[src/rtl/jtag_shift_out_packer.sv]
// Purpose : packs a JTAG serial bit stream LSB-first into DATA_WIDTH words for a FIFO write port,
//           tags frame ends and reports the (saturating) bit length of every completed frame.
// Latency : a completed word appears in the hold register one cycle after its final bit is accepted.
// Backpr. : s_ready drops only while the hold register is full and the FIFO reports wfull.
//
// Ports:
//   wclk, wrst                 write-domain clock, asynchronous active-high reset
//   s_valid/s_bit/s_last       serial bit offer (s_last marks the final bit of a frame)
//   s_ready                    offered bit is accepted this cycle
//   wfull, w_en, wdata, wlast  FIFO write side (wlast stored with wdata)
//   frame_bits, frame_done     length of last completed frame, one-cycle completion pulse
module jtag_shift_out_packer #(
  parameter int DATA_WIDTH      = 32,
  parameter int FRAME_CNT_WIDTH = 16
) (
  input  logic                       wclk,
  input  logic                       wrst,
  input  logic                       s_valid,
  input  logic                       s_bit,
  input  logic                       s_last,
  output logic                       s_ready,
  input  logic                       wfull,
  output logic                       w_en,
  output logic [DATA_WIDTH-1:0]      wdata,
  output logic                       wlast,
  output logic [FRAME_CNT_WIDTH-1:0] frame_bits,
  output logic                       frame_done
);

  localparam int CW = $clog2(DATA_WIDTH);

  localparam logic [0:0] IDLE   = 1'b0;
  localparam logic [0:0] ACTIVE = 1'b1;

  localparam logic [CW-1:0]              CNT_MAX  = CW'(DATA_WIDTH - 1);
  localparam logic [FRAME_CNT_WIDTH-1:0] FCNT_MAX = '1;

  logic [DATA_WIDTH-1:0]      shreg;
  logic [DATA_WIDTH-1:0]      shreg_nxt;
  logic [DATA_WIDTH-1:0]      bit_mask;
  logic [CW-1:0]              cnt;
  logic [DATA_WIDTH-1:0]      hold_dat;
  logic                       hold_last;
  logic                       hold_vld;
  logic [0:0]                 state;
  logic [0:0]                 state_nxt;
  logic [FRAME_CNT_WIDTH-1:0] fcnt;
  logic [FRAME_CNT_WIDTH-1:0] fcnt_inc;
  logic                       accept;
  logic                       word_done;

  // A full hold register may still accept a completing word when the FIFO
  // is not full: it drains and reloads in the same cycle.
  assign s_ready   = ~hold_vld | ~wfull;
  assign accept    = s_valid & s_ready;
  assign word_done = accept & (s_last | (cnt == CNT_MAX));

  assign bit_mask  = {{(DATA_WIDTH-1){1'b0}}, s_bit} << cnt;
  assign shreg_nxt = shreg | bit_mask;

  // Saturating frame length including the bit being accepted.
  assign fcnt_inc  = (fcnt == FCNT_MAX) ? fcnt : fcnt + 1'b1;

  assign w_en  = hold_vld & ~wfull;
  assign wdata = hold_dat;
  assign wlast = hold_last;

  // A 1-bit frame (s_last while IDLE) leaves the FSM in IDLE.
  always_comb begin
    state_nxt = state;
    if (accept) begin
      state_nxt = s_last ? IDLE : ACTIVE;
    end
  end

  always_ff @(posedge wclk or posedge wrst) begin
    if (wrst) begin
      state      <= IDLE;
      shreg      <= '0;
      cnt        <= '0;
      hold_dat   <= '0;
      hold_last  <= 1'b0;
      hold_vld   <= 1'b0;
      fcnt       <= '0;
      frame_bits <= '0;
      frame_done <= 1'b0;
    end else begin
      state      <= state_nxt;
      frame_done <= accept & s_last;

      if (accept) begin
        if (word_done) begin
          shreg <= '0;
          cnt   <= '0;
        end else begin
          shreg <= shreg_nxt;
          cnt   <= cnt + 1'b1;
        end

        if (s_last) begin
          frame_bits <= fcnt_inc;
          fcnt       <= '0;
        end else begin
          fcnt <= fcnt_inc;
        end
      end

      // Reload wins over drain so back-to-back words keep hold_vld high.
      if (word_done) begin
        hold_dat  <= shreg_nxt;
        hold_last <= s_last;
        hold_vld  <= 1'b1;
      end else if (w_en) begin
        hold_vld <= 1'b0;
      end
    end
  end

endmodule

[config.mk]
export PLATFORM = sky130hd
export DESIGN_NAME = jtag_shift_out_packer
export DESIGN_NICKNAME = d
export VERILOG_FILES = /design/src/rtl/jtag_shift_out_packer.sv
export SDC_FILE = /design/constraint.sdc
export NUM_CORES = 1
export LEC_CHECK = 0
export CORE_MARGIN = 2
export CORE_UTILIZATION = 51
export CTS_BUF_LIST = sky130_fd_sc_hd__clkbuf_8
export CTS_CLUSTER_SIZE = 25
export DETAILED_ROUTE_END_ITERATION = 10
export PLACE_DENSITY = 0.72
export SYNTH_ARGS = -nofsm -noshare
export SYNTH_HDL_FRONTEND = slang
export SYNTH_SLANG_ARGS = --single-unit
[constraint.sdc]
create_clock -name wclk -period 11.6 [get_ports wclk]
set_input_delay 3.48 -clock wclk [delete_from_list [all_inputs] [get_ports wclk]]
set_output_delay 3.48 -clock wclk [all_outputs]
set_load 0.02 [all_outputs]
==> results of run 1 <==
-- worst min-delay path by stage --
stage	to	slack (ps)	depth (start not counted)
after floorplan	shreg[0]	450	2
after global routing	frame_bits[10]	510	2
after detailed placement	wdata[4]	470	2
after CTS	wdata[19]	490	2
final	wdata[7]	480	2
after global placement	wdata[11]	460	2
-- worst max-delay path: cells and delay by family --
| kind | cells | cell delay (ps) |
|---|---|---|
| and+or+nand+nor | 1 | 130 |
| buffers and inverters | 2 | 1070 |
-- logic make-up (layout without fill, tap and decap cells) --
group / count (synthesis) / in the layout / synth area share
AND/OR/NAND/NOR: 201 / 201 / 0.216
XOR/XNOR: 3 / 3 / 0.00523
AO/OA/AOI/OAI: 160 / 160 / 0.187
adder cells (fa/ha/maj): 3 / 3 / 0.00747
flip-flops: 104 / 104 / 0.518
multiplexers: 7 / 7 / 0.0142
buffers and inverters: 44 / 83 / 0.0520
-- through the flow --
| step | cell area [sq um] | std cells | hold WS, ps | setup WS (ps) |
|---|---|---|---|---|
| final | 5770 | 694 | 483 | 3450 |
| after detailed placement | 5570 | 678 | 469 | 3440 |
| after global routing | 5770 | 694 | 511 | 3340 |
| after floorplan | 5030 | 522 | 451 | 4340 |
| after CTS | 5770 | 694 | 492 | 3430 |
| after global placement | 5570 | 678 | 461 | 3460 |
-- per-layer routing --
metal  global-route usage  wire length [um]  up-vias
met5                    0                 0        -
met3               0.0269               362       17
li1                     -                 -     1920
met2                0.334              5020       86
met4               0.0972               197        0
met1                0.319              5210     1908
-- state kept, by name, indices dropped and copies added, names as in the netlist --
register and count:
frame_done 1, frame_bits 16, cnt 5, shreg 32, fcnt 16, hold_vld 1, wdata 32, wlast 1
-- power by group --
part	switching [mW]	leakage [nW]	total (mW)	internal, mW
sequential	0.0495	1.40	0.447	0.397
combinational	0.100	0.948	0.172	0.0722
clock	0.131	0.0996	0.233	0.102
-- cells in the mapped netlist, drive strengths merged, types with 2 or more instances --
| cell | instances |
|---|---|
| a31oi | 9 |
| and4 | 3 |
| or3 | 7 |
| and3 | 6 |
| nand3 | 11 |
| nor2 | 34 |
| a211oi | 4 |
| nor3b | 5 |
| o31ai | 5 |
| nor2b | 4 |
| dfrtp | 104 |
| mux2i | 6 |
| a21oi | 57 |
| nand2b | 2 |
| and2 | 7 |
| nand2 | 88 |
| a211o | 2 |
| inv | 5 |
| clkbuf | 27 |
| o311a | 2 |
| ha | 3 |
| or4 | 3 |
| a21bo | 2 |
| nand4 | 8 |
| xor2 | 2 |
| a31o | 2 |
| nor4 | 7 |
| nor3 | 8 |
| o21ai | 66 |
| and3b | 4 |
| buf | 11 |
| o211ai | 2 |
-- cell type report --
class,count,area (sq um),share of cell area
sequential,104,2600,0.451
clock buffer,9,124,0.0215
clock inverter,7,77.6,0.0134
multi-input combinational,374,2180,0.377
tap,133,166,0.0288
timing repair buffer,61,601,0.104
inverter,6,25.0,0.00433
==> results.md, run 1 <==
- Critical Path Max Stage Delay: 610 ps
- Die height: slightly above 100 um
- Status: complete, no violations
- Worst setup endpoint: w_en
- Crit-path most repeated cell: clkdlybuf4s50_1
- HPWL Detailed: 7.07 mm
- Rows: 36
- Endpoint class of the critical path: output port
- CP max FO: 4
- Predominant post-synthesis flop cell: dfrtp_1
- Min-Delay Path Class: reg2reg
- Max Slew Vio Count: 0
- Worst skew pair latency: 370 ps
- Async SR Flop Fraction: 1.00
- Worst-margin pin slew: 1020 ps
- Synthesized instance count: between 500 and 600
- Final core occ: 0.596
- Layout cell share with drive strength beyond 1: 0.0856
- Flop2flop setup slack: 8910 ps
- Drc violations: 0
- R2R Path End: fcnt[8]
- Vias per inst: ~5.7
- Clock-pin slew on the worst setup and hold paths: 90 ps
- CP Launch Point: wfull
- Dominant cells by area after synthesis: dfrtp_1 52%, nand2_1 6.5%, a21oi_1 5.7%, o21ai_0 5.5%, nor2_1 2.5%
- DRT iter0 DRCs: 174
- Hold Path Origin: wdata[7]
- Setup Viol. Count Final: 0
- Clock sink total: between 100 and 150
- Power Dens Cells: 148 mW/mm^2
- Post-synth top area share: 0.518
- Leak: 2.45 nW
- Initial core utilization: 0.519
- Clock Path Buffers: 2
- CP Data Arrival Time: 4670 ps
- Yosys cell types: between 60 and 70
- H-tree depth: 3
- Clk root buf: clkbuf_8
- First-pass GRT wire length: about 18 mm
- Syn_nets: around 530
- Rel. slew slack: 0.320
- Antenna diodes: 0
- Io pins: 58
- Total global routing track utilization: 0.220
- Final global-route overflow total: 0
- Yosys warns: 0
- Slowest-stage cell, CP: clkdlybuf4s50_1
- Critical path class: in2out
- CTS Hold Bufs: 0
- Total power: between 0.8 and 0.9 mW
- Fill cell count: roughly 840
- Max-cap violations: 0
- Largest net degree at the start of global routing: 82
- Initial antenna violation count: 0
- NumNets Final: 565
- Cell taking the most area after synthesis: dfrtp_1
- Area Overhead vs Synth: 14.9%
- Drt pass-1 iters: 5
- Final Critical Period: 8150 ps
- TritonCTS clock tree: done
- TritonCTS Buffers: 9
- Wire length per cell: 15.6 um
- Via count: 3,931
- ANT nets after route: 0
- Syn Std Cell Area: 0.00503 sq mm
- Avg Cell Area, Syn: 9.63 sq um
- RSZ-0062 raised after global routing: no
- RR Startpoint: fcnt[0]
- Final period utilization: 0.703
- Setup TNS: 0 ps
- Crit start category: primary input
- Final hold vios: 0
- Clock skew: 13.5 ps
- Post-CTS Setup Bufs: 0
- FF-to-FF path depth: 5
- Peak VDD IR: about 0.1 mV
- Commonest non-fill, non-tap cells in the layout: 104 x dfrtp_1, 87 x nand2_1, 57 x a21oi_1, 57 x clkdlybuf4s50_1, 55 x o21ai_0
- Req. time, crit path: 8120 ps
- Sequential cell area fraction in the yosys report: 0.518
- Post-synth EDFFs: 0
- Die width: about 100 um
- Cell Chain, Critical Path: clkdlybuf4s50_1 -> nor2b_1 -> clkdlybuf4s50_1
- CTS resizes: 0
- Max Freq: 123 MHz
- Commonest non-fill, non-tap cell in the layout: dfrtp_1
- Seq cells post-synth: 104
- Port bufs: 57
- Die area: ~0.011 sq mm
- GPL Wtd Cong: 0.807
- Vias in the first global route: between 3,000 and 4,000
- Final wirelength: 10.8 mm
- Core area: between 0.009 and 0.01 sq mm
No activity file was read; power rests on OpenSTA's default activity.
==> inputs of run 2 (changes only) <==
--- a/config.mk
+++ b/config.mk
@@ -10,7 +10,7 @@
 export CTS_BUF_LIST = sky130_fd_sc_hd__clkbuf_8
 export CTS_CLUSTER_SIZE = 25
 export DETAILED_ROUTE_END_ITERATION = 10
-export PLACE_DENSITY = 0.72
+export PLACE_DENSITY = 0.75
 export SYNTH_ARGS = -nofsm -noshare
 export SYNTH_HDL_FRONTEND = slang
 export SYNTH_SLANG_ARGS = --single-unit
==> constraint.sdc (replaced) <==
create_clock -name wclk -period 7.4 [get_ports wclk]
set_input_delay 2.22 -clock wclk [delete_from_list [all_inputs] [get_ports wclk]]
set_output_delay 2.22 -clock wclk [all_outputs]
set_load 0.02 [all_outputs]
==> results.md, run 2 (same netlist as run 1, synthesis figures left out) <==
- Critical Path Max Stage Delay: 620 ps (was 610 ps)
- Clk root buf: clkbuf_8 (unchanged)
- Cell Chain, Critical Path: clkdlybuf4s50_1 -> nor2b_1 -> clkdlybuf4s50_1 (unchanged)
- H-tree depth: 3 (unchanged)
- Crit start category: primary input (unchanged)
- Die height: 103 um (unchanged)
- Drc violations: 0 (unchanged)
- Reg area: 0.00260 sq mm (unchanged)
- Internal Dissipation: 0.969 mW (was 0.572 mW)
- Endpoint class of the critical path: output port (unchanged)
- Final core occ: 0.600 (was 0.596)
- Final global-route overflow total: 0 (unchanged)
- DRT iter0 DRCs: 215 (was 174)
- Leak: 2.47 nW (was 2.45 nW)
- Clock Path Buffers: 2 (unchanged)
- ANT nets after route: 0 (unchanged)
- Clock-pin slew on the worst setup and hold paths: 90 ps (about the same)
- Fill cell count: 865 (was 835)
- Slowest-stage cell, CP: clkdlybuf4s50_1 (unchanged)
- Total global routing track utilization: 0.220 (about the same)
- Die area: 0.0107 sq mm (unchanged)
- Req. time, crit path: 5180 ps (was 8120 ps)
- Wire length per cell: 15.5 um (was 15.6 um)
- Critical path class: in2out (unchanged)
- CP Data Arrival Time: 3440 ps (was 4670 ps)
- Clock skew: 10.2 ps (was 13.5 ps)
- Setup TNS: 0 ps (unchanged)
- Largest net degree at the start of global routing: 87 (was 82)
- Commonest non-fill, non-tap cells in the layout: 104 x dfrtp_1, 87 x nand2_1, 57 x a21oi_1, 57 x clkdlybuf4s50_1, 55 x o21ai_0 (unchanged)
- Commonest non-fill, non-tap cell in the layout: dfrtp_1 (unchanged)
- CP max FO: 4 (unchanged)
- Crit-path most repeated cell: clkdlybuf4s50_1 (unchanged)
- Delay-heaviest family, CP: buffers and inverters (unchanged)
- Clock sink total: 104 (unchanged)
- Die width: 103 um (unchanged)
- Worst skew pair latency: 380 ps (was 370 ps)
- Via count: 3,902 (was 3,931)
- Rel. slew slack: 0.292 (was 0.320)
- Max Freq: 177 MHz
- Post-CTS Setup Bufs: 0 (unchanged)
- Placed inst area: 0.00557 sq mm (about the same)
- Antenna diodes: 0 (unchanged)
- Multi-input logic area: 0.00218 sq mm (unchanged)
- NumNets Final: 564 (was 565)
- RSZ-0062 raised after global routing: no (unchanged)
- GPL Wtd Cong: 0.856 (was 0.807)
- TritonCTS Buffers: 9 (unchanged)
- Core area: 0.00968 sq mm (unchanged)
- TritonCTS clock tree: done (unchanged)
- Port bufs: 57 (unchanged)
- Setup Viol. Count Final: 0 (unchanged)
- Min-Delay Path Class: reg2reg (unchanged)
- Area Overhead vs Synth: 15.6% (was 14.9%)
- Final period utilization: 0.765
- Max-cap violations: 0 (unchanged)
- Final wirelength: 10.7 mm (was 10.8 mm)
- Vias per inst: 5.63 (was 5.66)
- Sequential share of power: 0.500 (was 0.524)
- Layout cell share with drive strength beyond 1: 0.0821 (was 0.0856)
- Max Slew Vio Count: 0 (unchanged)
- Rows: 36 (unchanged)
- Worst-margin pin slew: 1060 ps (was 1020 ps)
- Sw power: 0.431 mW (was 0.281 mW)
- First-pass GRT wire length: 18.0 mm (was 18.1 mm)
- Final hold vios: 0 (unchanged)
- CTS resizes: 0 (unchanged)
- Final Critical Period: between 5000 and 6000 ps
- Peak VDD IR: 0.137 mV (was 0.0980 mV)
- Sw Ratio: 0.308 (was 0.329)
- Clk pwr share: 0.306 (was 0.274)
- Gate power share: 0.194 (was 0.202)
- Io pins: 58 (unchanged)
- CTS Hold Bufs: 0 (unchanged)
- Initial antenna violation count: 0 (unchanged)
- Vias in the first global route: 3,673 (was 3,715)
- Drt pass-1 iters: 4 (was 5)
- Status: complete, no violations (unchanged)
- HPWL Detailed: 6.93 mm (was 7.07 mm)
- Initial core utilization: 0.519 (unchanged)
- Fin area: 0.00581 sq mm (was 0.00577 sq mm)
- Bufs and invs on worst path: 2 (unchanged)
- Power Dens Cells: 241 mW/mm^2 (was 148 mW/mm^2)
[run 2: layer usage]
metal	GRT usage	share of wire	up-vias
li1	-	-	1910
met4	0.0901	0.015	0
met5	0	0	-
met2	0.327	0.46	98
met3	0.0370	0.048	15
met1	0.322	0.48	1879
[run 2: power groups by stage]
stage | Sequential [mW] | Combinational [mW] | Clock [mW]
after floorplan | 0.703 | 0.188 | 0
after global placement | 0.706 | 0.265 | 0
after detailed placement | 0.709 | 0.271 | 0
after CTS | 0.698 | 0.273 | 0.432
after global routing | 0.713 | 0.301 | 0.454
final | 0.700 | 0.271 | 0.429
[run 2: cell type report]
class | instances | area share
clock buffers | 10 | 0.0237
clock inverters | 6 | 0.0183
inverters | 6 | 0.00431
multi-input cells | 374 | 0.375
flip-flops and latches | 104 | 0.448
well taps | 133 | 0.0286
repair buffers | 60 | 0.102
[run 2: final timing paths]
check | from | to | slack, ps | depth (start not counted)
setup / recovery | wfull | w_en | 1740 | 3
hold / removal | wdata[4] | wdata[4] | 480 | 2
setup reg to reg | fcnt[0] | fcnt[8] | 4730 | 5
hold reg to reg | wdata[4] | wdata[4] | 480 | 2
max in group asynchronous | wrst | shreg[25] | 3950 | 3
min in group asynchronous | wrst | frame_bits[3] | 2130 | 2
[run 2: stage by stage]
stage | hold WS (ps) | power, mW | std cells | setup slack (ps)
6_report | 483 | 1.40 | 693 | 1740
2_1_floorplan | 451 | 0.891 | 522 | 2450
3_5_place_dp | 470 | 0.979 | 677 | 1710
4_1_cts | 492 | 1.40 | 693 | 1710
5_1_grt | 512 | 1.47 | 693 | 1650
3_3_place_gp | 459 | 0.971 | 677 | 1780
[run 2: worst register-to-register path, delay by kind of cell, from the launching register on]
family	cells	cell delay [ps]
DFF	1	540
adders and majority gates	1	540
AOI/OAI and AO/OA	1	210
and+or+nand+nor	3	1290
==> inputs of run 3 (changes only) <==
--- a/config.mk
+++ b/config.mk
@@ -10,7 +10,7 @@
 export CTS_BUF_LIST = sky130_fd_sc_hd__clkbuf_8
 export CTS_CLUSTER_SIZE = 25
 export DETAILED_ROUTE_END_ITERATION = 10
-export PLACE_DENSITY = 0.75
+export PLACE_DENSITY = 0.72
 export SYNTH_ARGS = -nofsm -noshare
 export SYNTH_HDL_FRONTEND = slang
 export SYNTH_SLANG_ARGS = --single-unit
==> constraint.sdc (replaced) <==
create_clock -name wclk -period 5.3 [get_ports wclk]
set_input_delay 1.59 -clock wclk [delete_from_list [all_inputs] [get_ports wclk]]
set_output_delay 1.59 -clock wclk [all_outputs]
set_load 0.02 [all_outputs]
==> results.md, run 3 (same netlist as run 1, synthesis figures left out) <==
- Status: complete, no violations (unchanged)
- ANT nets after route: 0 (unchanged)
- Die height: 103 um (unchanged)
- Leak: 2.45 nW (was 2.47 nW)
- FF-to-FF path depth: 5 (unchanged)
- Rows: 36 (unchanged)
- Final core occ: 0.596 (was 0.600)
- Port bufs: 57 (unchanged)
- Drc violations: 0 (unchanged)
- Crit start category: primary input (unchanged)
- Peak VDD IR: 0.214 mV (was 0.137 mV)
- Core area: 0.00968 sq mm (unchanged)
- TritonCTS Buffers: 9 (unchanged)
- Reg area: 0.00260 sq mm (unchanged)
- Final global-route overflow total: 0 (unchanged)
- First-pass GRT wire length: 18.1 mm (was 18.0 mm)
- Power Dens Cells: 319 mW/mm^2 (was 241 mW/mm^2)
- Multi-input logic area: 0.00218 sq mm (unchanged)
- Max Slew Vio Count: 0 (unchanged)
- Max-cap violations: 0 (unchanged)
- Setup Viol. Count Final: 0 (unchanged)
- Vias per inst: 5.65 (was 5.63)
- RR Startpoint: fcnt[0] (unchanged)
- Req. time, crit path: 3710 ps (was 5180 ps)
- Die area: 0.0107 sq mm (unchanged)
- Clock skew: 11.6 ps (was 10.2 ps)
- Clock-pin slew on the worst setup and hold paths: 100 ps (was 90 ps)
- Fin area: 0.00577 sq mm (was 0.00581 sq mm)
- Endpoint class of the critical path: output port (unchanged)
- Number of stages on the worst hold path: 2 (unchanged)
- Fill cell count: 844 (was 865)
- Final wirelength: 10.6 mm (was 10.7 mm)
- Antenna diodes: 0 (unchanged)
- CP Data Arrival Time: 2780 ps (was 3440 ps)
- Hold Path Origin: wdata[20] (was wdata[4])
- Total global routing track utilization: 0.218 (was 0.220)
- Clk root buf: clkbuf_8 (unchanged)
- CP max FO: 4 (unchanged)
- Min-Delay Path Class: reg2reg (unchanged)
- Die width: 103 um (unchanged)
- Critical path class: in2out (unchanged)
- Max Freq: 229 MHz
- Io pins: 58 (unchanged)
- Initial antenna violation count: 0 (unchanged)
- CTS resizes: 0 (unchanged)
- Largest net degree at the start of global routing: 91 (was 87)
- Rel. slew slack: 0.261 (was 0.292)
- Commonest non-fill, non-tap cells in the layout: 104 x dfrtp_1, 87 x nand2_1, 57 x a21oi_1, 57 x clkdlybuf4s50_1, 55 x o21ai_0 (unchanged)
- CTS Hold Bufs: 0 (unchanged)
- WHS Endpoint: wdata[20] (was wdata[4])
- Layout cell share with drive strength beyond 1: 0.0890 (was 0.0821)
- Setup TNS: 0 ps (unchanged)
- Final Critical Period: 4370 ps
- R2R Path End: fcnt[8] (unchanged)
- DRT iter0 DRCs: 231 (was 215)
- Final hold vios: 0 (unchanged)
- RSZ-0062 raised after global routing: no (unchanged)
- Vias in the first global route: 3,617 (was 3,673)
- Drt pass-1 iters: 4 (unchanged)
- Via count: 3,928 (was 3,902)
- H-tree depth: 3 (unchanged)
- Initial core utilization: 0.519 (unchanged)
- NumNets Final: 566 (was 564)
- Wire length per cell: 15.3 um (was 15.5 um)
- Worst-margin pin slew: 1110 ps (was 1060 ps)
- Post-CTS Setup Bufs: 0 (unchanged)
- Worst skew pair latency: 380 ps (about the same)
- Area Overhead vs Synth: 14.8% (was 15.6%)
- GPL Wtd Cong: 0.835 (was 0.856)
- Final period utilization: 0.825
- Commonest non-fill, non-tap cell in the layout: dfrtp_1 (unchanged)
- Clock Path Buffers: 2 (unchanged)
- HPWL Detailed: 6.97 mm (was 6.93 mm)
- Flop2flop setup slack: 2620 ps (was 4730 ps)
- Placed inst area: 0.00558 sq mm (was 0.00557 sq mm)
- Clock sink total: 104 (unchanged)
- TritonCTS clock tree: done (unchanged)
[run 3: cell types whose count changed in the layout (fill, tap and decap cells not counted), sizes merged]
cell	before	now
buf	3	5
clkinvlp	0	2
clkinv	1	3
inv	8	7
bufinv	3	0
[run 3: worst max path at each step]
stage	start	to	slack (ps)	cells after the start
3_3_place_gp	wfull	w_en	940	3
5_1_grt	wfull	w_en	810	3
4_1_cts	wfull	w_en	910	3
6_report	wfull	w_en	930	3
2_1_floorplan	wrst	cnt[0]	980	1
3_5_place_dp	wfull	w_en	920	3
[run 3: layout make-up]
cell class | count | share of cell area
clock inverters | 6 | 0.00889
clock buffers | 10 | 0.0239
repair buffers | 62 | 0.105
multi-input cells | 374 | 0.378
well taps | 133 | 0.0288
flip-flops and latches | 104 | 0.451
inverters | 6 | 0.00434
[run 3: per-layer routing]
layer	GRT usage	vias up	wire, um
met3	0.0296	12	413
met1	0.317	1921	5160
met4	0.0891	0	177
met2	0.333	76	4860
met5	0	-	0
li1	-	1919	-
[run 3: metrics by stage]
step / setup WS [ps] / hold WS, ps / cells / power [mW]
2_1_floorplan: 978 / 451 / 522 / 1.24
3_3_place_gp: 941 / 462 / 679 / 1.36
3_5_place_dp: 919 / 469 / 679 / 1.37
4_1_cts: 913 / 494 / 695 / 1.85
5_1_grt: 811 / 508 / 695 / 1.94
6_report: 925 / 485 / 695 / 1.84
[run 3: power by group]
group          internal [mW]  switching [mW]  total (mW)
combinational          0.159           0.220       0.379
clock                  0.190           0.294       0.484
sequential             0.869           0.108       0.977
[run 3: critical path: stages]
cell and delay [ps]:
clkdlybuf4s50_1 460, nor2b_1 130, clkdlybuf4s50_1 610
